[config.mk]
export PLATFORM = sky130hd
export DESIGN_NAME = ubx_rx_parser_flat
export DESIGN_NICKNAME = d
export VERILOG_FILES = /design/src/rtl/ubx_rx_parser_if.sv /design/src/rtl/ubx_rx_parser.sv /design/src/flat_wrapper.sv
export SDC_FILE = /design/constraint.sdc
export NUM_CORES = 1
export LEC_CHECK = 0
export BUFFER_PORTS_ARGS = -buffer_cell sky130_fd_sc_hd__buf_2
export CAP_MARGIN = 20
export CORE_UTILIZATION = 35
export DETAILED_ROUTE_END_ITERATION = 10
export GPL_TIMING_DRIVEN = 0
export HOLD_SLACK_MARGIN = 0.15
export PLACE_DENSITY = 0.62
export SYNTH_ARGS = -nofsm -noshare
export SYNTH_HDL_FRONTEND = slang
export SYNTH_SLANG_ARGS = --single-unit
[constraint.sdc]
create_clock -name clk -period 15.7 [get_ports clk]
set_clock_uncertainty 0.1 [all_clocks]
set_input_delay 3.14 -clock clk [delete_from_list [all_inputs] [get_ports clk]]
set_output_delay 3.14 -clock clk [all_outputs]
set_load 0.03 [all_outputs]
[src/rtl/ubx_rx_parser_if.sv]
// ---------------------------------------------------------------------------
// ubx_rx_parser_if
// Byte stream from the UART receiver into the UBX frame parser.
//   rx_data  8  received byte, meaningful only while rx_new is high
//   rx_new   1  one-cycle strobe per received byte
// Modports: master = UART receiver side (drives), slave = parser side.
// ---------------------------------------------------------------------------
interface ubx_rx_parser_if;
  logic [7:0] rx_data;
  logic       rx_new;

  modport master (output rx_data, output rx_new);
  modport slave  (input  rx_data, input  rx_new);
endinterface

[src/rtl/ubx_rx_parser.sv]
// ---------------------------------------------------------------------------
// ubx_rx_parser
// Receive-side UBX frame parser. Consumes one byte per rx_new strobe, checks
// sync/class/id/length/Fletcher checksum and publishes NAV-POSLLH and
// NAV-VELNED fields. Outputs only change on a checksum-good known frame.
//
// Parameters
//   MAX_PAYLOAD   largest accepted payload length; longer frames are errors
//   IDLE_TIMEOUT  idle clk cycles allowed between bytes inside a frame
//
// Ports
//   clk, rst       clock; asynchronous active-high reset
//   rx             byte stream (ubx_rx_parser_if.slave)
//   long/lat/alt   NAV-POSLLH lon, lat, hMSL (signed, raw UBX units)
//   time_          iTOW of the last good POSLLH or VELNED frame
//   ground_speed   NAV-VELNED gSpeed (cm/s)
//   pos_valid      1-cycle pulse when long/lat/alt/time_ update
//   vel_valid      1-cycle pulse when ground_speed/time_ update
//   err_pulse      1-cycle pulse on checksum fail, oversize length, timeout
//   err_count      saturating error count
//
// Optional feature, macro UBX_ACK_EN: adds ack_valid/ack_nak/ack_cls/ack_id
// decoded from ACK-ACK / ACK-NAK frames. Without it, ACK frames are unknown.
// ---------------------------------------------------------------------------
module ubx_rx_parser #(
  parameter int MAX_PAYLOAD  = 64,
  parameter int IDLE_TIMEOUT = 100000
) (
  input  logic                clk,
  input  logic                rst,
  ubx_rx_parser_if.slave      rx,
  output logic [31:0]         long,
  output logic [31:0]         lat,
  output logic [31:0]         alt,
  output logic [31:0]         time_,
  output logic [31:0]         ground_speed,
  output logic                pos_valid,
  output logic                vel_valid,
  output logic                err_pulse,
  output logic [7:0]          err_count
`ifdef UBX_ACK_EN
  ,
  output logic                ack_valid,
  output logic                ack_nak,
  output logic [7:0]          ack_cls,
  output logic [7:0]          ack_id
`endif
);

  localparam int TW = $clog2(IDLE_TIMEOUT + 1);
  // Only the first 24 payload bytes carry fields we publish.
  localparam int SHADOW_BYTES = 24;

  typedef enum logic [3:0] {
    S_SYNC1, S_SYNC2, S_CLASS, S_ID, S_LEN_L, S_LEN_H, S_PAYLOAD, S_CK_A, S_CK_B
  } state_t;

  typedef enum logic [1:0] {K_NONE, K_POS, K_VEL, K_ACK} kind_t;

  state_t        state;
  kind_t         kind;
  logic [7:0]    cls;
  logic [7:0]    id;
  logic [7:0]    len_l;
  logic [15:0]   len;
  logic [15:0]   idx;
  logic [7:0]    ck_a;
  logic [7:0]    ck_b;
  logic          ck_a_bad;
  logic [TW-1:0] tmo_cnt;
  logic [7:0]    shadow [0:SHADOW_BYTES-1];

  logic [7:0]    byte_in;
  logic          byte_ok;
  logic [7:0]    ck_a_next;
  logic [7:0]    ck_b_next;
  logic [15:0]   len_next;
  kind_t         kind_next;
  logic          timeout;
  logic          ck_good;
  logic          err_now;

  logic [31:0]   sh_time, sh_lon, sh_lat, sh_alt, sh_gspd;

  assign byte_in = rx.rx_data;
  assign byte_ok = rx.rx_new;

  // Little-endian field views of the shadow bytes.
  assign sh_time = {shadow[3],  shadow[2],  shadow[1],  shadow[0]};
  assign sh_lon  = {shadow[7],  shadow[6],  shadow[5],  shadow[4]};
  assign sh_lat  = {shadow[11], shadow[10], shadow[9],  shadow[8]};
  assign sh_alt  = {shadow[19], shadow[18], shadow[17], shadow[16]};
  assign sh_gspd = {shadow[23], shadow[22], shadow[21], shadow[20]};

  // A byte arriving on the expiry cycle wins over the timeout.
  assign timeout = (state != S_SYNC1) && !byte_ok &&
                   (tmo_cnt == TW'(IDLE_TIMEOUT - 1));

  always_comb begin
    // NOTE: every signal assigned here gets a default first, so no path can
    // leave it unassigned and infer a latch.
    ck_a_next = ck_a + byte_in;
    ck_b_next = ck_b + ck_a_next;
    len_next  = {byte_in, len_l};
    ck_good   = !ck_a_bad && (byte_in == ck_b);
    kind_next = K_NONE;
    if (cls == 8'h01 && id == 8'h02 && len_next == 16'd28)
      kind_next = K_POS;
    else if (cls == 8'h01 && id == 8'h12 && len_next == 16'd36)
      kind_next = K_VEL;
`ifdef UBX_ACK_EN
    else if (cls == 8'h05 && (id == 8'h00 || id == 8'h01) && len_next == 16'd2)
      kind_next = K_ACK;
`endif
    // Oversize and timeout both return to SYNC1, so a frame yields at most one error.
    err_now = timeout
           || (byte_ok && state == S_LEN_H && len_next > 16'(MAX_PAYLOAD))
           || (byte_ok && state == S_CK_B  && !ck_good);
  end

  // NOTE: all state below uses non-blocking assignments so every register
  // samples pre-edge values, independent of statement order.
  always_ff @(posedge clk or posedge rst) begin
    if (rst) begin
      state        <= S_SYNC1;
      kind         <= K_NONE;
      cls          <= '0;
      id           <= '0;
      len_l        <= '0;
      len          <= '0;
      idx          <= '0;
      ck_a         <= '0;
      ck_b         <= '0;
      ck_a_bad     <= 1'b0;
      tmo_cnt      <= '0;
      // NOTE: the shadow array is small and must read as zero after reset,
      // so it is reset like ordinary flops rather than left as a RAM.
      for (int i = 0; i < SHADOW_BYTES; i++) shadow[i] <= '0;
      long         <= '0;
      lat          <= '0;
      alt          <= '0;
      time_        <= '0;
      ground_speed <= '0;
      pos_valid    <= 1'b0;
      vel_valid    <= 1'b0;
      err_pulse    <= 1'b0;
      err_count    <= '0;
`ifdef UBX_ACK_EN
      ack_valid    <= 1'b0;
      ack_nak      <= 1'b0;
      ack_cls      <= '0;
      ack_id       <= '0;
`endif
    end else begin
      pos_valid <= 1'b0;
      vel_valid <= 1'b0;
      err_pulse <= 1'b0;
`ifdef UBX_ACK_EN
      ack_valid <= 1'b0;
`endif

      if (byte_ok || state == S_SYNC1) tmo_cnt <= '0;
      else                             tmo_cnt <= tmo_cnt + TW'(1);

      if (err_now) begin
        err_pulse <= 1'b1;
        if (err_count != 8'hFF) err_count <= err_count + 8'd1;
      end

      if (timeout) begin
        state <= S_SYNC1;
      end else if (byte_ok) begin
        case (state)
          S_SYNC1: if (byte_in == 8'hB5) state <= S_SYNC2;
          S_SYNC2: begin
            if (byte_in == 8'h62) begin
              state <= S_CLASS;
              ck_a  <= '0;
              ck_b  <= '0;
            end else if (byte_in != 8'hB5) begin
              state <= S_SYNC1;
            end
          end
          S_CLASS: begin
            cls   <= byte_in;
            ck_a  <= ck_a_next;
            ck_b  <= ck_b_next;
            state <= S_ID;
          end
          S_ID: begin
            id    <= byte_in;
            ck_a  <= ck_a_next;
            ck_b  <= ck_b_next;
            state <= S_LEN_L;
          end
          S_LEN_L: begin
            len_l <= byte_in;
            ck_a  <= ck_a_next;
            ck_b  <= ck_b_next;
            state <= S_LEN_H;
          end
          S_LEN_H: begin
            len   <= len_next;
            kind  <= kind_next;
            idx   <= '0;
            ck_a  <= ck_a_next;
            ck_b  <= ck_b_next;
            if (len_next > 16'(MAX_PAYLOAD)) state <= S_SYNC1;
            else if (len_next == 16'd0)      state <= S_CK_A;
            else                             state <= S_PAYLOAD;
          end
          S_PAYLOAD: begin
            ck_a <= ck_a_next;
            ck_b <= ck_b_next;
            if (kind != K_NONE && idx < 16'(SHADOW_BYTES))
              shadow[idx[4:0]] <= byte_in;
            idx <= idx + 16'd1;
            if (idx == len - 16'd1) state <= S_CK_A;
          end
          S_CK_A: begin
            // Mismatch is remembered and reported together with CK_B.
            ck_a_bad <= (byte_in != ck_a);
            state    <= S_CK_B;
          end
          S_CK_B: begin
            state <= S_SYNC1;
            if (ck_good) begin
              case (kind)
                K_POS: begin
                  long      <= sh_lon;
                  lat       <= sh_lat;
                  alt       <= sh_alt;
                  time_     <= sh_time;
                  pos_valid <= 1'b1;
                end
                K_VEL: begin
                  ground_speed <= sh_gspd;
                  time_        <= sh_time;
                  vel_valid    <= 1'b1;
                end
`ifdef UBX_ACK_EN
                K_ACK: begin
                  ack_cls   <= shadow[0];
                  ack_id    <= shadow[1];
                  ack_nak   <= (id == 8'h00);
                  ack_valid <= 1'b1;
                end
`endif
                default: ;
              endcase
            end
          end
          default: state <= S_SYNC1;
        endcase
      end
    end
  end

endmodule

[src/flat_wrapper.sv]
// flat-port wrapper written by rule: the top's interface ports become plain ports
module ubx_rx_parser_flat 
#(
  parameter int MAX_PAYLOAD  = 64,
  parameter int IDLE_TIMEOUT = 100000
)
  (clk, rst, long, lat, alt, time_, ground_speed, pos_valid, vel_valid, err_pulse, err_count, rx_rx_data, rx_rx_new);
  ubx_rx_parser_if rx_i ();
  input  logic clk;
  input  logic rst;
  output logic [31:0] long;
  output logic [31:0] lat;
  output logic [31:0] alt;
  output logic [31:0] time_;
  output logic [31:0] ground_speed;
  output logic pos_valid;
  output logic vel_valid;
  output logic err_pulse;
  output logic [7:0] err_count;
  input wire logic [$bits(rx_i.rx_data)-1:0] rx_rx_data;
  input wire logic [$bits(rx_i.rx_new)-1:0] rx_rx_new;
  assign rx_i.rx_data = rx_rx_data;
  assign rx_i.rx_new = rx_rx_new;
  ubx_rx_parser #(.MAX_PAYLOAD(MAX_PAYLOAD), .IDLE_TIMEOUT(IDLE_TIMEOUT)) u_core (.clk(clk), .rst(rst), .rx(rx_i), .long(long), .lat(lat), .alt(alt), .time_(time_), .ground_speed(ground_speed), .pos_valid(pos_valid), .vel_valid(vel_valid), .err_pulse(err_pulse), .err_count(err_count));
endmodule
Word-level counts from Yosys, hierarchy flattened --
Cells that the tools add are included.
Storage, ports and cells: output and inout bits 171, latch bits 0, register bits 459, RAM bits 0, ROM bits 0, word-level logic and storage cells 154, memories kept 0
Operators by class: equal/unequal tests 27, order comparisons 4, shift operators 0, $mul 0, multiplexer cells 30, $add $sub $neg 6, bitwise logic cells 2, reductions and logical operators 41, divide/modulo/power cells 0
Operator list (number):
- 192-bit bitwise mux | 1
- 8-bit demux with 5-bit select | 1
- 16-bit one-hot mux with 2 select lines | 1
- 4-bit one-hot mux with 8 select lines | 1
- 8-bit one-hot mux with 2 select lines | 2
- 4-bit 2-to-1 mux | 7
- 3-bit AND reduction | 6
- 17-bit by 1-bit adder with 17-bit output (second input constant) | 1
- 17-bit equality test (second input constant) | 1
- 17-bit 2-to-1 mux | 1
- 16-bit by 1-bit adder with 16-bit output (second input constant) | 1
- 8-bit adder | 2
- 16-bit equality test | 1
- 16-bit by 5-bit equality test with 1-bit output (second input constant) | 1
- 16-bit by 6-bit equality test with 1-bit output (second input constant) | 1
- 4-bit by 3-bit equality test with 1-bit output (second input constant) | 4
- 16-bit by 7-bit > comparator with 1-bit output (second input constant) | 1
- 16-bit logical NOT | 1
- 16-bit by 5-bit less-than comparator with 1-bit output (second input constant) | 1
- 8-bit 2-to-1 mux | 2
- 8-bit != test (second input constant) | 2
- 16-bit by 1-bit subtractor with 16-bit output (second input constant) | 1
- 5-bit AND reduction | 3
- 1-bit logical AND | 13
- other kinds (32) | 54

Depth between registers and ports, before layout --
Gate-level depths: netlist of run 1.
depth in word-level cells 6, depth in mapped cells 16, gate-level depth less buffers 16

Least setup slack after synthesis of run 1 --
OpenSTA, ideal clock, no wires.
kind input to register, start input rx_rx_data[0], end register u_core.ck_b[7], cell stages on the path 14, data required time 15.476 ns, path buffers 0, slack 9.924 ns, arrival time 5.552 ns, cell sequence ha_1 -> inv_1 -> fa_1 -> nor2b_1 -> o21ai_0 -> a21oi_1 -> o21a_1 -> nor2_1 -> xnor2_1 -> ha_1 -> o41ai_1 -> xnor3_1 -> and3_1 -> a211o_1
On the way: longest elaborated chain between the ends 3, elaborated cells on any way between the ends 6
Ends and longest elaborated chain:
- from (decl) | line flat_wrapper.sv:20 | input wire logic [$bits(rx_i.rx_data)-1:0] rx_rx_data;
- 8-bit adder / 8-bit by 7-bit equality test with 1-bit output (equally long branches) | line ubx_rx_parser.sv:102, ubx_rx_parser.sv:176
- 8-bit adder / 2-bit by 1-bit != test with 1-bit output (equally long branches)
- 8-bit one-hot mux with 2 select lines / 4-bit AND reduction (equally long branches)
- to (signal assigned) | line ubx_rx_parser.sv:187 | ck_b <= ck_b_next;
- to (signal assigned) | line ubx_rx_parser.sv:193 | ck_b <= ck_b_next;
- to (signal assigned) | line ubx_rx_parser.sv:199 | ck_b <= ck_b_next;
- to (decl) | line ubx_rx_parser.sv:68 | logic [7:0] ck_b;
Parallel ways exist; a longest one is shown, timed or not. A chain may end at the register's enable or synchronous reset.

Worst setup path after layout of run 1 --
start input rx_rx_data[6], end register u_core.long[7]
On the way: longest elaborated chain between the ends 3
Ends and longest elaborated chain:
- 8-bit equality test | line ubx_rx_parser.sv:105 | ck_good = !ck_a_bad && (byte_in == ck_b);
- 1-bit logical AND | line ubx_rx_parser.sv:105
- 5-bit AND reduction (no source line)
- to (signal assigned) | line ubx_rx_parser.sv:230 | long <= sh_lon;
- to (decl) | line ubx_rx_parser.sv:32 | output logic [31:0] long,
No other way between the ends.

==> impl_results.md, run 1 <==
- Status: finished clean
- Post-CTS setup buffers: 0
- Hpwl dp: 28.70 mm
- Critical Path Start Type: input port
- Switching share of total power: 0.2520
- Post-synth cell types: 60
- Num CTS Buffers: 47
- Root buf cell: clkbuf_16
- R2r endpoint: u_core.ck_b[7]
- Ant. Diodes: 0
- Most common cell in the synthesized netlist: dfrtp_1
- FILL cells: around 4.7k
- Fin crit share: 0.3790
- Comb pwr share: 0.108
- Seq pwr share: 0.451
- Total power: roughly 2600 uW
- DR iter-0 viols: around 650
- Grt ovf: 0
- Final Non-Filler Cells: around 2.3k
- Mapped Cells: between 1k and 1.5k
- Min-Delay Path Class: register to register
- CTS tree: built
- Clock Pin Slew Worst Setup and Hold Paths: approximately 0.06 ns
- Die height: between 200 and 250 um
- First-pass GRT wire length: a little under 70 mm
- Final Hold Viols: 0
- Hold Crit Start: u_core.id[1]
- Syn nets: 1364
- Critical Path Start: rx_rx_data[6]
- Vias in the first global route: 11.65k
- R2r setup slk: ~12 ns
- Yosys warning count: 0
- Initial antenna violation count: 0
- Critical path type: input port to register
- Syn_area_per_cell: 13.48 um^2
- Post-synth ARST share: 1.000
- Vias per Instance: 4.921
- CP arrival: 6.32 ns
- Initial DRT Pass Iterations: 6
- Place WS: roughly 9 ns
- Post-synthesis sequential area ratio: 0.5972
- P&R area growth vs syn: 19.57%
- P_sw: about 650 uW
- Overall Global Routing Usage: 0.1651
- Max-Cap Viols: 0
- Pins Over Slew Limit: 0
- Placer congestion estimate: 0.8165
- Main synth FF type: dfrtp_1
- Post-synth top cells: dfrtp_1, mux2_2, nand2_1, nor2_1, xor2_1
- Worst EP required: about 16 ns
- Sinks on Clock Net: between 400 and 500
- Syn Std Cell Area: 17890 um^2
- Top cell type's share of synthesized area: 0.5972
- Die Span X: approximately 230 um
- Antenna Nets Post-Route: 0
- Critical path capture point type: register
- Die ar.: around 52000 um^2
- Initial Util: 0.3559
- Post-synth EDFFs: 0
- Io pins: ~180
- Synth top area cells: dfrtp_1, mux2_2, xor2_1
- Hold Crit Depth: 2
- Slew @ Worst Pin: between 0.9 and 1 ns
- Setup-failing EPs final: 0
- Core area: 50270 um^2
- Clk Latency, worst-skew pair: ~0.6 ns
- PostCTS Resize Cnt: 0
- Largest net degree at the start of global routing: 110
- Fin nets: 1597
- Worst R2R Start: u_core.ck_a[0]
- Synth Register Bits: between 400 and 500
- PD cells: 120.9 nW/um^2
- Row count: between 80 and 90
- Worst Hold End: u_core.id[1]
- Hold_buf cts: 0
- Cell-internal power: just under 2000 uW
- Leading area contributor after synthesis: dfrtp_1
- Final WS setup: 9.750 ns
- Tmin final: just under 6 ns
- Pleak: ~0.011 uW
- Cell Count Post-Placement: between 2k and 2.5k
- Bufs on Longest Clock Path: 3
- Worst Path Max Fanout: 10
- Clock share of power: 0.441
- Max_slew headroom: 0.3440
- Routed length per instance: around 19 um
- VDD IR max: a little under 0.09 mV
- Via count: between 10k and 15k
- FMAX: roughly 170 MHz
- RSZ-0062 raised after global routing: false
- Routed WL: 42.30 mm
- Multi-input gate area: approximately 6900 um^2
- PortBufs: 180
- CTS H-tree depth: 2
- Reg2reg path depth: 14
- Remaining DRCs: 0
- Share of cells above drive strength 1: 0.3921
- Storage element area: around 11000 um^2
## worst max-delay path, cell delays in order
cell and delay, ns:
buf_2 0.12, clkbuf_1 0.51, xor2_1 0.15, nor4_1 0.51, nand3_1 0.13, nor2_1 0.29, nand2_1 0.37, buf_1 0.37
clkbuf_1 0.36, mux2_2 0.36
## power by group through the flow
stage / logic (uW) / registers, uW / clock network [uW]
detailed placement: 281 / 1180 / 0
global route: 315 / 1170 / 1210
CTS: 282 / 1160 / 1170
finish: 280 / 1170 / 1140
floorplan: 213 / 1180 / 0
global placement: 267 / 1180 / 0
## through the flow
stage	hold WS (ns)	setup TNS (ns)	cell area, um^2	util
floorplan	0.3428	0	17890	-
global placement	0.3584	-1543.42	19640	0.3906
detailed placement	0.3724	0	19750	0.3929
CTS	0.3849	0	21390	0.4256
global route	0.4128	0	21390	0.4256
finish	0.3798	0	21390	0.4256
## flip-flops by register name (all words and copies together), names as in the netlist, 2 cells and up
| register | count |
|---|---|
| u_core.len_l | 8 |
| u_core.state | 4 |
| u_core.long | 32 |
| u_core.cls | 8 |
| u_core.sh_alt | 32 |
| u_core.sh_gspd | 32 |
| u_core.idx | 16 |
| u_core.sh_time | 32 |
| u_core.sh_lon | 32 |
| u_core.sh_lat | 32 |
| u_core.tmo_cnt | 17 |
| u_core.err_count | 8 |
| u_core.ck_b | 8 |
| u_core.alt | 32 |
| u_core.kind | 2 |
| u_core.id | 8 |
| u_core.lat | 32 |
| u_core.ground_speed | 32 |
| u_core.time_ | 32 |
| u_core.ck_a | 8 |
| u_core.len | 16 |
## placed cells by master, fill, tap and decap left out, types with 20 or more instances in the layout
cell	Yosys	final
o21ai_0	25	25
xor2_1	44	44
nor2_1	83	83
ha_1	24	24
nand2_1	92	92
dfrtp_1	427	427
inv_1	21	20
clkbuf_1	43	54
buf_2	1	181
clkbuf_16	0	47
xnor2_1	31	31
mux2_2	343	343
## cells by family (layout without fill, tap and decap cells)
family                     Yosys count  in the layout  synth area share
muxes                              347            347            0.2181
adders and majority gates           26             26           0.01902
DFF                                427            427            0.5972
buffers and inverters               83            355           0.01965
AOI/OAI and AO/OA                   78             78           0.02797
xor gates and xnor gates            76             76           0.03797
and+or+nand+nor                    290            290           0.08013
## worst max-delay path by stage
stage,endpoint,slack [ns],depth (start not counted)
2_1_floorplan,u_core.alt[0],0.57,1
5_1_grt,u_core.long[7],9.53,10
4_1_cts,u_core.long[7],9.66,10
3_5_place_dp,u_core.long[4],9.03,10
6_report,u_core.long[7],9.75,10
3_3_place_gp,u_core.ground_speed[12],-3.65,2
## metal layers
metal / track usage / routed length [um] / up-vias
met5: 0 / 0 / -
met2: 0.2674 / 20220 / 229
met4: 0.04195 / 802 / 0
li1: - / - / 5120
met3: 0.03938 / 2289 / 61
met1: 0.2220 / 18980 / 5765
## cell type report
class	instances	area share
inverter	21	0.004035
timing repair buffer	184	0.04725
sequential	427	0.4994
multi-input combinational	817	0.3205
buffer	62	0.01275
clock inverter	22	0.01468
tap	672	0.03930
clock buffer	66	0.06205
(Power assumes the default switching activity.)
==> run 2: changes to the inputs <==
clock period = 4.95 ns   (was 15.7 ns; I/O delays follow)
==> impl_results.md, run 2 (synthesis results as in run 1) <==
- Bufs on Longest Clock Path: 3 (unchanged)
- PD cells: 376.7 nW/um^2 (+210%)
- First-pass GRT wire length: 68.05 mm (+0.96%)
- CTS H-tree depth: 2 (unchanged)
- Overall Global Routing Usage: 0.1659 (+0.0007730)
- Pleak: 0.01115 uW (about the same)
- Clk Latency, worst-skew pair: 0.59 ns (about the same)
- CTS tree: built
- Final Non-Filler Cells: 2273 (+0.088%)
- Critical path type: input port to register
- Io pins: 182 (unchanged)
- Clock Pin Slew Worst Setup and Hold Paths: 0.06 ns (about the same)
- Worst setup path endpoint: u_core.long[25]
- Commonest non-fill, non-tap cell in the layout: dfrtp_1
- Critical path's largest stage delay: 0.57 ns (+0.06 ns)
- FILL cells: 4710 (+0.042%)
- Worst Path Max Fanout: 10 (unchanged)
- Fin nets: 1604 (+0.44%)
- Routed length per instance: 18.61 um (about the same)
- Worst EP required: 5.33 ns (-10.74 ns)
- Critical Path Start: rx_rx_data[5]
- Via count: 11.18k (+0.0089%)
- PortBufs: 180 (unchanged)
- Hpwl dp: 28.97 mm (+0.95%)
- Min-Delay Path Class: input port to asynchronous set/reset pin
- Die height: 228.1 um (unchanged)
- Cell Count Post-Placement: 2190 (+0.32%)
- R2r endpoint: u_core.ck_b[7]
- DR iter-0 viols: 599 (-7.1%)
- Vias in the first global route: 11.72k (+0.56%)
- Max-Cap Viols: 0 (unchanged)
- RSZ-0062 raised after global routing: false
- Crit path cell chain: buf_2 -> clkbuf_1 -> xor2_1 -> nor4_1 -> nand3_1 -> nor2_1 -> nand2_1 -> buf_1 -> clkbuf_1 -> mux2_2
- P&R area growth vs syn: 19.61% (about the same)
- Largest net degree at the start of global routing: 44 (-60%)
- R2r setup slk: 1.54 ns (-10.82 ns)
- Final Hold Viols: 0 (unchanged)
- Most used cell, CP: clkbuf_1
- Place WS: 0.4288 ns (-8.598 ns)
- Core area: 50270 um^2 (unchanged)
- Fin util: 0.4257 (about the same)
- Max stage delay cell, worst path: clkbuf_1
- Hold_buf cts: 0 (unchanged)
- Die Span X: 228.1 um (unchanged)
- Routed WL: 42.30 mm (about the same)
- Placer congestion estimate: 0.8246 (+0.99%)
- Num CTS Buffers: 47 (unchanged)
- Vias per Instance: 4.917 (about the same)
- Setup-failing EPs final: 0 (unchanged)
- Reg2reg path depth: 14 (unchanged)
- Sinks on Clock Net: 427 (unchanged)
- Remaining DRCs: 0 (unchanged)
- Initial Util: 0.3559 (unchanged)
- Status: finished clean
- Commonest non-fill, non-tap cells in the layout: dfrtp_1, mux2_2, buf_2
- Share of cells above drive strength 1: 0.3938 (+0.001630)
- Slew @ Worst Pin: 1.071 ns (+0.09057 ns)
- Row count: 82 (unchanged)
- Critical path capture point type: register
- Initial DRT Pass Iterations: 5 (-1)
- CP arrival: 4.27 ns (-2.05 ns)
- Tmin final: approximately 4 ns
- FMAX: around 260 MHz
- Max_slew headroom: 0.2834 (-0.06060)
- Grt ovf: 0 (unchanged)
- Post-CTS setup buffers: 0 (unchanged)
- Critical Path Start Type: input port
- Antenna Nets Post-Route: 0 (unchanged)
- Fin crit share: 0.7871
- Initial antenna violation count: 0 (unchanged)
- Pins Over Slew Limit: 0 (unchanged)
- Worst R2R Start: u_core.ck_a[0]
- Root buf cell: clkbuf_16
- Final WS setup: 1.054 ns (-8.696 ns)
- Die ar.: 52030 um^2 (unchanged)
- VDD IR max: 0.2514 mV (+190%)
- PostCTS Resize Cnt: 0 (unchanged)
run 2: cell count changes in the layout (fill, tap and decap cells not counted), moves of 2 or more:
cell,delta
buf_12,+11
clkinvlp_4,+2
clkbuf_1,-2
clkinv_4,-3
inv_16,+2
bufinv_16,-2
buf_16,-4
run 2: power breakdown:
part | total, uW | switching [uW] | internal, uW
sequential | 3700 | 98.4 | 3600
clock | 3470 | 1450 | 2020
combinational | 895 | 509 | 386
total | 8060 | 2050 | 6010
run 2: worst max-delay path: cells and delay by family:
| family | cells | cell delay (ns) |
|---|---|---|
| AND/OR/NAND/NOR | 4 | 1.31 |
| buffers and inverters | 4 | 1.45 |
| multiplexers | 1 | 0.36 |
| XOR/XNOR | 1 | 0.13 |
run 2: cell type report:
cell class	instances	area, um^2	area share
Inverter	21	82.58	0.003859
Multi-Input combinational cell	817	6857	0.3204
Clock buffer	63	1306	0.06103
Sequential cell	427	10690	0.4993
Buffer	62	272.8	0.01274
Antenna cell	1	2.502	0.0001169
Clock inverter	19	234.0	0.01093
Timing Repair Buffer	191	1121	0.05238
Tap cell	672	840.8	0.03929
run 2: stage by stage:
stage | TNS [ns] | hold slack [ns] | area [um^2] | total power (uW)
6_report | 0 | 0.3269 | 21400 | 8063
2_1_floorplan | -812.76 | 0.3428 | 17900 | 4418
5_1_grt | 0 | 0.3339 | 21400 | 8435
4_1_cts | 0 | 0.3069 | 21400 | 8172
3_3_place_gp | -1795.67 | 0.3580 | 19640 | 4606
3_5_place_dp | 0 | 0.3664 | 19860 | 4652
run 2: how the worst min path moves through the flow:
stage | startpoint | endpoint | slack [ns] | cells after the start
after floorplan | u_core.id[1] | u_core.id[1] | 0.34 | 2
after global placement | u_core.cls[1] | u_core.cls[1] | 0.36 | 2
after detailed placement | u_core.cls[1] | u_core.cls[1] | 0.37 | 2
after CTS | rst | u_core.ck_b[6] | 0.31 | 2
after global routing | rst | u_core.ck_b[6] | 0.33 | 2
final | rst | u_core.sh_gspd[16] | 0.33 | 2
run 2: per-layer routing:
metal / global-route usage / routed length, um
met1: 0.2229 / 19250
met2: 0.2706 / 20220
met3: 0.03175 / 1935
met4: 0.05138 / 899
met5: 0 / 0
